**config.mk**
```make
export PLATFORM = sky130hd
export DESIGN_NAME = or1200_debug_controller_flat
export DESIGN_NICKNAME = d
export VERILOG_FILES = /design/src/rtl/or1200_debug_controller_if.sv /design/src/rtl/or1200_debug_controller.sv /design/src/flat_wrapper.sv
export SDC_FILE = /design/constraint.sdc
export NUM_CORES = 1
export LEC_CHECK = 0
export CORE_MARGIN = 1
export CORE_UTILIZATION = 44
export DETAILED_ROUTE_END_ITERATION = 12
export GPL_TIMING_DRIVEN = 0
export PLACE_DENSITY_LB_ADDON = 0.08
export SYNTH_ARGS = -nofsm -noshare
export SYNTH_HDL_FRONTEND = slang
export SYNTH_SLANG_ARGS = --single-unit
```
**constraint.sdc**
```tcl
create_clock -name clock -period 2.2 [get_ports clock]
set_input_delay 0.44 -clock clock [delete_from_list [all_inputs] [get_ports clock]]
set_output_delay 0.44 -clock clock [all_outputs]
set_load 0.05 [all_outputs]
```
**src/rtl/or1200_debug_controller_if.sv**
```systemverilog
// Debug port bundle between the debug controller (peripheral side) and the
// or1200 processor wrapper (processor side).
interface debug #(
    parameter int ADDRESS_WIDTH = 32,
    parameter int DATA_WIDTH    = 32
);
    logic                     stall;
    logic                     ewt;
    logic                     stb;
    logic                     we;
    logic [ADDRESS_WIDTH-1:0] adr;
    logic [DATA_WIDTH-1:0]    datI;
    logic [DATA_WIDTH-1:0]    datO;
    logic                     bp;
    logic                     ack;
    logic [3:0]               lss;
    logic [1:0]               is;
    logic [10:0]              wp;

    modport peripheral (
        output stall, ewt, stb, we, adr, datI,
        input  bp, ack, datO, lss, is, wp
    );

    modport processor (
        input  stall, ewt, stb, we, adr, datI,
        output bp, ack, datO, lss, is, wp
    );
endinterface

```
**src/rtl/or1200_debug_controller.sv**
```systemverilog
// Debug-port master for the or1200: turns READ/WRITE/HALT/RESUME commands into
// stall/strobe sequences on the debug interface and returns one response each.
module or1200_debug_controller #(
    parameter int ADDRESS_WIDTH = 32,
    parameter int DATA_WIDTH    = 32,
    parameter int SETTLE_CYCLES = 4,
    parameter int ACK_TIMEOUT   = 255
) (
    input  logic                     clock,
    input  logic                     reset,
    debug.peripheral                 debugInterface,
    input  logic                     cmd_valid,
    output logic                     cmd_ready,
    input  logic [1:0]               cmd_op,
    input  logic [ADDRESS_WIDTH-1:0] cmd_addr,
    input  logic [DATA_WIDTH-1:0]    cmd_data,
    output logic                     resp_valid,
    input  logic                     resp_ready,
    output logic [DATA_WIDTH-1:0]    resp_data,
    output logic                     resp_err,
    output logic                     halted,
    output logic                     halt_evt,
    output logic [1:0]               state_dbg
);
    // Handshakes: a command transfers on a rising edge with cmd_valid & cmd_ready;
    // a response transfers on a rising edge with resp_valid & resp_ready, and
    // resp_valid/resp_data/resp_err hold steady until then.
    typedef enum logic [1:0] {IDLE, SETTLE, STROBE, RESP} state_t;

    localparam logic [1:0] OP_READ   = 2'b00;
    localparam logic [1:0] OP_WRITE  = 2'b01;
    localparam logic [1:0] OP_HALT   = 2'b10;
    localparam logic [1:0] OP_RESUME = 2'b11;

    localparam logic [7:0]  SETTLE_LOAD = 8'(SETTLE_CYCLES - 1);
    localparam logic [15:0] TIMEOUT_MAX = 16'(ACK_TIMEOUT - 1);

    state_t                   state;
    logic [1:0]               op_q;
    logic                     auto_stall;
    logic                     stb_q;
    logic                     we_q;
    logic                     bp_q;
    logic [ADDRESS_WIDTH-1:0] adr_q;
    logic [DATA_WIDTH-1:0]    dat_q;
    logic [7:0]               settle_cnt;
    logic [15:0]              timeout_cnt;
    logic                     bp_rise;
    logic                     unused_dbg;

    assign bp_rise    = debugInterface.bp & ~bp_q;
    assign unused_dbg = ^{debugInterface.lss, debugInterface.is, debugInterface.wp};

    assign debugInterface.stall = halted | auto_stall;
    assign debugInterface.ewt   = 1'b0;
    assign debugInterface.stb   = stb_q;
    assign debugInterface.we    = we_q;
    assign debugInterface.adr   = adr_q;
    assign debugInterface.datI  = dat_q;
    assign state_dbg            = state;

    always_ff @(posedge clock or negedge reset) begin
        if (!reset) begin
            state       <= IDLE;
            op_q        <= OP_READ;
            auto_stall  <= 1'b0;
            stb_q       <= 1'b0;
            we_q        <= 1'b0;
            bp_q        <= 1'b0;
            adr_q       <= '0;
            dat_q       <= '0;
            settle_cnt  <= '0;
            timeout_cnt <= '0;
            cmd_ready   <= 1'b0;
            resp_valid  <= 1'b0;
            resp_data   <= '0;
            resp_err    <= 1'b0;
            halted      <= 1'b0;
            halt_evt    <= 1'b0;
        end else begin
            bp_q     <= debugInterface.bp;
            halt_evt <= bp_rise;
            case (state)
                IDLE: begin
                    cmd_ready <= 1'b1;
                    if (cmd_valid && cmd_ready) begin
                        cmd_ready <= 1'b0;
                        op_q      <= cmd_op;
                        adr_q     <= cmd_addr;
                        dat_q     <= cmd_data;
                        case (cmd_op)
                            OP_HALT, OP_RESUME: begin
                                halted     <= (cmd_op == OP_HALT);
                                resp_valid <= 1'b1;
                                resp_err   <= 1'b0;
                                resp_data  <= '0;
                                state      <= RESP;
                            end
                            default: begin
                                timeout_cnt <= '0;
                                if (halted) begin
                                    stb_q <= 1'b1;
                                    we_q  <= (cmd_op == OP_WRITE);
                                    state <= STROBE;
                                end else begin
                                    auto_stall <= 1'b1;
                                    settle_cnt <= SETTLE_LOAD;
                                    state      <= SETTLE;
                                end
                            end
                        endcase
                    end
                end
                // Stall has been asserted since acceptance; the counter
                // lets the pipeline drain before the first strobe.
                SETTLE: begin
                    if (settle_cnt == 8'd0) begin
                        stb_q       <= 1'b1;
                        we_q        <= (op_q == OP_WRITE);
                        timeout_cnt <= '0;
                        state       <= STROBE;
                    end else begin
                        settle_cnt <= settle_cnt - 8'd1;
                    end
                end
                STROBE: begin
                    if (debugInterface.ack) begin
                        stb_q      <= 1'b0;
                        we_q       <= 1'b0;
                        resp_valid <= 1'b1;
                        resp_err   <= 1'b0;
                        resp_data  <= (op_q == OP_READ) ? debugInterface.datO : '0;
                        state      <= RESP;
                    end else if (timeout_cnt >= TIMEOUT_MAX) begin
                        stb_q      <= 1'b0;
                        we_q       <= 1'b0;
                        resp_valid <= 1'b1;
                        resp_err   <= 1'b1;
                        resp_data  <= '0;
                        state      <= RESP;
                    end else begin
                        timeout_cnt <= timeout_cnt + 16'd1;
                    end
                end
                RESP: begin
                    if (resp_ready) begin
                        resp_valid <= 1'b0;
                        auto_stall <= 1'b0;
                        cmd_ready  <= 1'b1;
                        state      <= IDLE;
                    end
                end
                default: state <= IDLE;
            endcase
            // A breakpoint edge wins over a RESUME accepted in the same cycle.
            if (bp_rise) begin
                halted <= 1'b1;
            end
        end
    end
endmodule

```
**src/flat_wrapper.sv**
```systemverilog
// flat-port wrapper written by rule: the top's interface ports become plain ports
module or1200_debug_controller_flat 
#(
    parameter int ADDRESS_WIDTH = 32,
    parameter int DATA_WIDTH    = 32,
    parameter int SETTLE_CYCLES = 4,
    parameter int ACK_TIMEOUT   = 255
)
  (clock, reset, cmd_valid, cmd_ready, cmd_op, cmd_addr, cmd_data, resp_valid, resp_ready, resp_data, resp_err, halted, halt_evt, state_dbg, debugInterface_stall, debugInterface_ewt, debugInterface_stb, debugInterface_we, debugInterface_adr, debugInterface_datI, debugInterface_bp, debugInterface_ack, debugInterface_datO, debugInterface_lss, debugInterface_is, debugInterface_wp);
  debug #(.ADDRESS_WIDTH(ADDRESS_WIDTH), .DATA_WIDTH(DATA_WIDTH)) debugInterface_i ();
  input  logic clock;
  input  logic reset;
  input  logic cmd_valid;
  output logic cmd_ready;
  input  logic [1:0] cmd_op;
  input  logic [ADDRESS_WIDTH-1:0] cmd_addr;
  input  logic [DATA_WIDTH-1:0] cmd_data;
  output logic resp_valid;
  input  logic resp_ready;
  output logic [DATA_WIDTH-1:0] resp_data;
  output logic resp_err;
  output logic halted;
  output logic halt_evt;
  output logic [1:0] state_dbg;
  output wire logic [$bits(debugInterface_i.stall)-1:0] debugInterface_stall;
  output wire logic [$bits(debugInterface_i.ewt)-1:0] debugInterface_ewt;
  output wire logic [$bits(debugInterface_i.stb)-1:0] debugInterface_stb;
  output wire logic [$bits(debugInterface_i.we)-1:0] debugInterface_we;
  output wire logic [$bits(debugInterface_i.adr)-1:0] debugInterface_adr;
  output wire logic [$bits(debugInterface_i.datI)-1:0] debugInterface_datI;
  input wire logic [$bits(debugInterface_i.bp)-1:0] debugInterface_bp;
  input wire logic [$bits(debugInterface_i.ack)-1:0] debugInterface_ack;
  input wire logic [$bits(debugInterface_i.datO)-1:0] debugInterface_datO;
  input wire logic [$bits(debugInterface_i.lss)-1:0] debugInterface_lss;
  input wire logic [$bits(debugInterface_i.is)-1:0] debugInterface_is;
  input wire logic [$bits(debugInterface_i.wp)-1:0] debugInterface_wp;
  assign debugInterface_stall = debugInterface_i.stall;
  assign debugInterface_ewt = debugInterface_i.ewt;
  assign debugInterface_stb = debugInterface_i.stb;
  assign debugInterface_we = debugInterface_i.we;
  assign debugInterface_adr = debugInterface_i.adr;
  assign debugInterface_datI = debugInterface_i.datI;
  assign debugInterface_i.bp = debugInterface_bp;
  assign debugInterface_i.ack = debugInterface_ack;
  assign debugInterface_i.datO = debugInterface_datO;
  assign debugInterface_i.lss = debugInterface_lss;
  assign debugInterface_i.is = debugInterface_is;
  assign debugInterface_i.wp = debugInterface_wp;
  or1200_debug_controller #(.ADDRESS_WIDTH(ADDRESS_WIDTH), .DATA_WIDTH(DATA_WIDTH), .SETTLE_CYCLES(SETTLE_CYCLES), .ACK_TIMEOUT(ACK_TIMEOUT)) u_core (.clock(clock), .reset(reset), .debugInterface(debugInterface_i), .cmd_valid(cmd_valid), .cmd_ready(cmd_ready), .cmd_op(cmd_op), .cmd_addr(cmd_addr), .cmd_data(cmd_data), .resp_valid(resp_valid), .resp_ready(resp_ready), .resp_data(resp_data), .resp_err(resp_err), .halted(halted), .halt_evt(halt_evt), .state_dbg(state_dbg));
endmodule
```
# Word-level counts from Yosys, hierarchy flattened
# Cells that the tools add are included.
[totals]
regBits = 133
[op_classes]
addsub = 2
order_cmp = 1
n_eq_ne = 18
n_mux = 58
bitwise_logic = 3
reduce_logical = 23
[ops]
columns = ["cell", "count"]
rows = [
  ["$mux 32", 5],
  ["$mux 16", 5],
  ["$pmux 32 s2", 1],
  ["$pmux 16 s3", 1],
  ["$mux 8", 4],
  ["$mux 1", 27],
  ["$add 16x1->16 const B", 1],
  ["$ge 16x8->1 const B", 1],
  ["$pmux 8 s2", 1],
  ["$reduce_and 5->1", 3],
  ["$mux 2", 7],
  ["$ne 2x2->1 const B", 7],
  ["$reduce_and 6->1", 2],
  ["$reduce_bool 2->1", 6],
  ["$pmux 1 s3", 3],
  ["$eq 2x2->1 const B", 4],
  ["$logic_not 8->1", 1],
  ["$pmux 2 s4", 1],
  ["$reduce_and 4->1", 2],
  ["$sub 8x1->8 const B", 1],
  ["$eq 2x1->1 const B", 3],
  ["$ne 2x1->1 const B", 3],
  ["$pmux 1 s2", 3],
  ["$reduce_bool 3->1", 2],
  ["9 further kinds", 11],
]

# Logic depth before layout (Yosys ltp)
[logic_depth]
ltp_word = 6
ltp_mapped = 9
ltp_nobuf = 6

# Worst setup path before layout
# Ideal clock, no wire load.
[synth_path]
path_type = "register -> register"
from = "reg u_core.state[0] (netlist: u_core.state_dbg[0])"
to = "reg u_core.timeout_cnt[1]"
t_arrival_ns = 2.130
setup_slack_ns = -0.010
stages_incl_launch_ff = 9
n_path_buf = 2
period_less_slack_ns = 2.210
cell_sequence = "dfrtp_1 -> inv_1 -> ha_1 -> buf_2 -> nor2_1 -> a31oi_1 -> clkbuf_1 -> or4_1 -> o211ai_2"
[synth_between]
elab_chain_cells = 3
[synth_lines]
columns = ["element", "line_no", "source"]
rows = [
  ["from (decl)", "or1200_debug_controller.sv:38", "state_t state;"],
  ["from (signal assigned)", "or1200_debug_controller.sv:64", "state <= IDLE;"],
  ["from (signal assigned)", "or1200_debug_controller.sv:97", "state <= RESP;"],
  ["from (signal assigned)", "or1200_debug_controller.sv:104", "state <= STROBE;"],
  ["$eq 2x2->1, or another cell as far along", "or1200_debug_controller.sv:83", "case (state)"],
  ["$ne 2x2->1 (no line), or another cell as far along", "--", ""],
  ["$reduce_and 6->1 (no line)", "--", ""],
  ["to (signal assigned)", "or1200_debug_controller.sv:142", "timeout_cnt <= timeout_cnt + 16'd1;"],
  ["to (decl)", "or1200_debug_controller.sv:47", "logic [15:0] timeout_cnt;"],
]
# Several ways; a longest one is shown, not always the timed one.
# A chain may end at the register's enable or synchronous reset.

# Worst setup path after layout
[layout_path]
from = "reg u_core.state[0] (netlist: u_core.state_dbg[0])"
to = "reg u_core.settle_cnt[4]"
[layout_between]
elab_chain_cells = 3
[layout_lines]
columns = ["element", "line_no", "source"]
rows = [
  ["$eq 2x1->1 or $logic_not 2->1 (tied branches)", "or1200_debug_controller.sv:83", ""],
  ["$ne 2x2->1 (no line), or another cell as far along", "--", ""],
  ["$reduce_and 5->1 (no line)", "--", ""],
  ["to (signal assigned)", "or1200_debug_controller.sv:123", "settle_cnt <= settle_cnt - 8'd1;"],
  ["to (decl)", "or1200_debug_controller.sv:46", "logic [7:0] settle_cnt;"],
]
# Several ways; a longest one is shown, not always the timed one.

==> results.py <==
metrics = {
    "layout": {
        "multiInputGateArea_sq_um": 2480,
        "mostFrequentLayoutCell": "sky130_fd_sc_hd__nand2_1",
        "antenna-diode-count": 0,
        "post_layout_nonfiller_instances": 1026,
        "final_nets": 969,
        "fillerInstances": 1020,
        "areaGrowthSynthToFinish_pct": 51.3,
        "mostFrequentLayoutCells": "sky130_fd_sc_hd__nand2_1 (206), sky130_fd_sc_hd__clkdlybuf4s50_1 (205), sky130_fd_sc_hd__dfrtp_1 (132), sky130_fd_sc_hd__and4_1 (33), sky130_fd_sc_hd__a21o_1 (32)",
        "layout-drive-gt1-share": 0.0976,
        "regArea_sq_um": 3330,
    },
    "sta": {
        "min_period_over_period": 0.972,
        "hold_viol": 3,
        "fmax_mhz": 468,
        "finalSetupViolations": 0,
        "worst_slew_margin": 0.618,
        "timing_max_transition_violations_final": 0,
        "fin_setup_tns_ps": 0,
        "smallest_hold_slack_ps": -12.0,
        "finalCriticalPeriod_ps": 2140,
        "max_slew.worst_pin.slew_ps": 572,
        "finClkSkew_ps": 6.81,
    },
    "clock_network": {
        "clk-insertion-delay-late_ps": 410,
        "cts_buffers": 17,
        "postCtsHoldBufs": 0,
        "clk_root_buffer_cell": "sky130_fd_sc_hd__clkbuf_16",
        "clock_sink_count": 133,
        "clk_pin_slew_worst_paths_ps": 50,
        "ctsLongestPathBuffers": 2,
        "cts_tree": "done",
        "htree_num_levels": 4,
    },
    "critical_path": {
        "startpoint_to_endpoint_class_of_the_critical_path": "register to register",
        "critical_path.max_stage_delay_ps": 540,
        "cp_common_cell": "sky130_fd_sc_hd__clkbuf_4",
        "worst_setup_path_start_kind": "register",
        "crit_chain": "inv_1 -> ha_1 -> clkbuf_4 -> and3_1 -> clkbuf_4 -> a2bb2oi_2 -> or4_1 -> a21oi_1",
        "timing.critical_path.slowest_stage_cell": "sky130_fd_sc_hd__or4_1",
        "regToRegSetupSlack_ps": 60,
        "critPathArrivalTime_ps": 2480,
        "timing.critical_path.to_type": "register",
        "critical_path.max_fanout": 10,
        "worstPathRequired_ps": 2540,
    },
    "placement": {
        "io_buffers": 209,
        "place.detailed.hpwl_mm": 11.7,
        "dp.cells": 991,
        "place.gp.congestion": 0.844,
    },
    "floorplan": {
        "rows": 42,
        "pin_count": 228,
        "core_area_sq_um": 13200,
        "initial_utilization": 0.451,
        "fp.dieArea_sq_um": 14000,
        "die_width_um": 118,
        "chipHeight_um": 118,
    },
    "yosys": {
        "yosysWarningCount": 0,
        "number_of_synthesized_flops_with_an_enable_pin": 0,
        "postSynthRegisterBits": 133,
        "synthArstFlopShare": 1.00,
        "synthesis.area_per_instance_sq_um": 9.83,
        "ys_seq_area_frac": 0.560,
        "syn_nets": 735,
        "synth_area_sq_um": 5950,
        "ys_dominant_reg_cell": "sky130_fd_sc_hd__dfrtp_1",
        "synth.distinct_cells": 56,
        "synthCells": 605,
    },
    "detailed_routing": {
        "viasPerCell": 5.15,
        "drt_first_iter_violations": 253,
        "dr_total_vias": 5284,
        "drcViolationCount": 0,
        "drt_pass1_iterations": 5,
        "routedWlPerCell_um": 16.0,
        "wl_mm": 16.4,
        "postRouteAntennaNets": 0,
    },
    "global_routing": {
        "globalRoute.totalOverflow": 0,
        "grt_antenna_before_repair": 0,
        "grt_pass1_wl_mm": 26.5,
        "grtUsageTotal": 0.242,
        "grt_max_degree": 76,
        "first_global_vias": 5292,
    },
    "power": {
        "leakage_nw": 4.48,
        "power_density_nw_per_um2": 616,
        "max-vdd-ir-drop_uv": 478,
    },
    "status": {
        "run_status": "finished with violations",
        "failing_checks": "hold timing",
    },
    "worst_hold_path": {
        "class_of_the_tightest_hold_or_removal_check": "input port to async pin",
    },
    "run": {
        "maxCapViolations": 0,
    },
}
[timing repair]
| item | CTS | global route |
|---|---|---|
| cloned | 0 | 0 |
| resized for setup | 3 | 35 |
| buffers inserted | 0 | 5 |
| setup endpoints to repair | 32 | 85 |
| pin swaps | 0 | 2 |
[cell type report]
type | instances | area share
Clock inverter | 9 | 0.0143
Buffer | 35 | 0.0184
Timing Repair Buffer | 215 | 0.240
Inverter | 13 | 0.00542
Clock buffer | 21 | 0.0512
Tap cell | 176 | 0.0245
Sequential cell | 133 | 0.370
Multi-Input combinational cell | 424 | 0.276
[critical path, delay by kind of cell, from the launching register on]
kind / cells / cell delay (ps)
AOI/OAI and AO/OA: 2 / 290
buffers and inverters: 3 / 480
DFF: 1 / 450
adders and majority gates: 1 / 160
and+or+nand+nor: 2 / 690
[routing by layer]
layer / global-route usage / up-vias / routed length, um
met5: 0 / - / 0
met4: 0.0865 / 0 / 260
met3: 0.0869 / 19 / 1480
met2: 0.396 / 199 / 7810
met1: 0.292 / 2510 / 6840
li1: - / 2556 / -
[cell usage after synthesis, types with 6 or more instances]
| cell | number | area share |
|---|---|---|
| sky130_fd_sc_hd__nand2_1 | 207 | 0.13 |
| sky130_fd_sc_hd__dfrtp_1 | 133 | 0.56 |
| sky130_fd_sc_hd__and4_1 | 33 | 0.049 |
| sky130_fd_sc_hd__a21o_1 | 32 | 0.040 |
| sky130_fd_sc_hd__clkbuf_1 | 23 | 0.015 |
| sky130_fd_sc_hd__inv_1 | 13 | 0.0082 |
| sky130_fd_sc_hd__a21oi_1 | 12 | 0.010 |
| sky130_fd_sc_hd__nand3_1 | 12 | 0.010 |
| sky130_fd_sc_hd__nor2_1 | 11 | 0.0069 |
| sky130_fd_sc_hd__o21ai_0 | 10 | 0.0084 |
| sky130_fd_sc_hd__ha_1 | 9 | 0.019 |
| sky130_fd_sc_hd__buf_2 | 8 | 0.0067 |
| sky130_fd_sc_hd__and2_1 | 7 | 0.0074 |
| sky130_fd_sc_hd__o211ai_1 | 7 | 0.0088 |
| sky130_fd_sc_hd__nand2b_1 | 6 | 0.0063 |
[path summary, 6_finish.rpt]
kind                                startpoint                    end  cells after the start
min                                      reset  u_core.timeout_cnt[5]                      1
max in group asynchronous                reset   u_core.settle_cnt[5]                      2
max reg2reg                u_core.state_dbg[0]   u_core.settle_cnt[4]                      8
min reg2reg                        u_core.bp_q        u_core.halt_evt                      1
max                        u_core.state_dbg[0]   u_core.settle_cnt[4]                      8
min in group clock                 u_core.bp_q        u_core.halt_evt                      1
[cells by family after synthesis]
| kind of cell | synth area share |
|---|---|
| adder cells (fa/ha/maj) | 0.0189 |
| AND/OR/NAND/NOR | 0.261 |
| flip-flops | 0.560 |
| multiplexers | 0.0107 |
| AO/OA/AOI/OAI | 0.117 |
| other | 0.000631 |
| buffers and inverters | 0.0326 |
[where the power goes]
part           switching [mW]  internal, mW
registers            0.000570          2.45
clock network            1.01          1.82
logic                  0.0931         0.171
total                    1.10          4.44
[state kept, by name, indices dropped and copies added, names as in the netlist]
signal,flops
u_core.debugInterface.adr,32
u_core.debugInterface.datI,32
u_core.resp_data,32
u_core.timeout_cnt,16
u_core.settle_cnt,8
u_core.op_q,2
u_core.state_dbg,2
u_core.auto_stall,1
u_core.bp_q,1
u_core.cmd_ready,1
u_core.debugInterface.stb,1
u_core.debugInterface.we,1
u_core.halt_evt,1
u_core.halted,1
u_core.resp_err,1
u_core.resp_valid,1
[stage by stage]
| stage | util | area (sq um) | worst slack (ps) | total power, mW | hold WS, ps |
|---|---|---|---|---|---|
| 5_1_grt | 0.682 | 8990 | -12.0 | 5.71 | 33.1 |
| 3_3_place_gp | 0.626 | 8260 | -5030 | 2.75 | 403 |
| 6_report | 0.682 | 8990 | 61.7 | 5.54 | -12.0 |
| 4_1_cts | 0.673 | 8880 | 10.7 | 5.59 | 9.53 |
| 3_5_place_dp | 0.628 | 8290 | -416 | 2.76 | 407 |
| 2_1_floorplan | - | 5950 | 13.7 | 2.51 | 144 |
No activity file was read; power rests on OpenSTA's default activity.
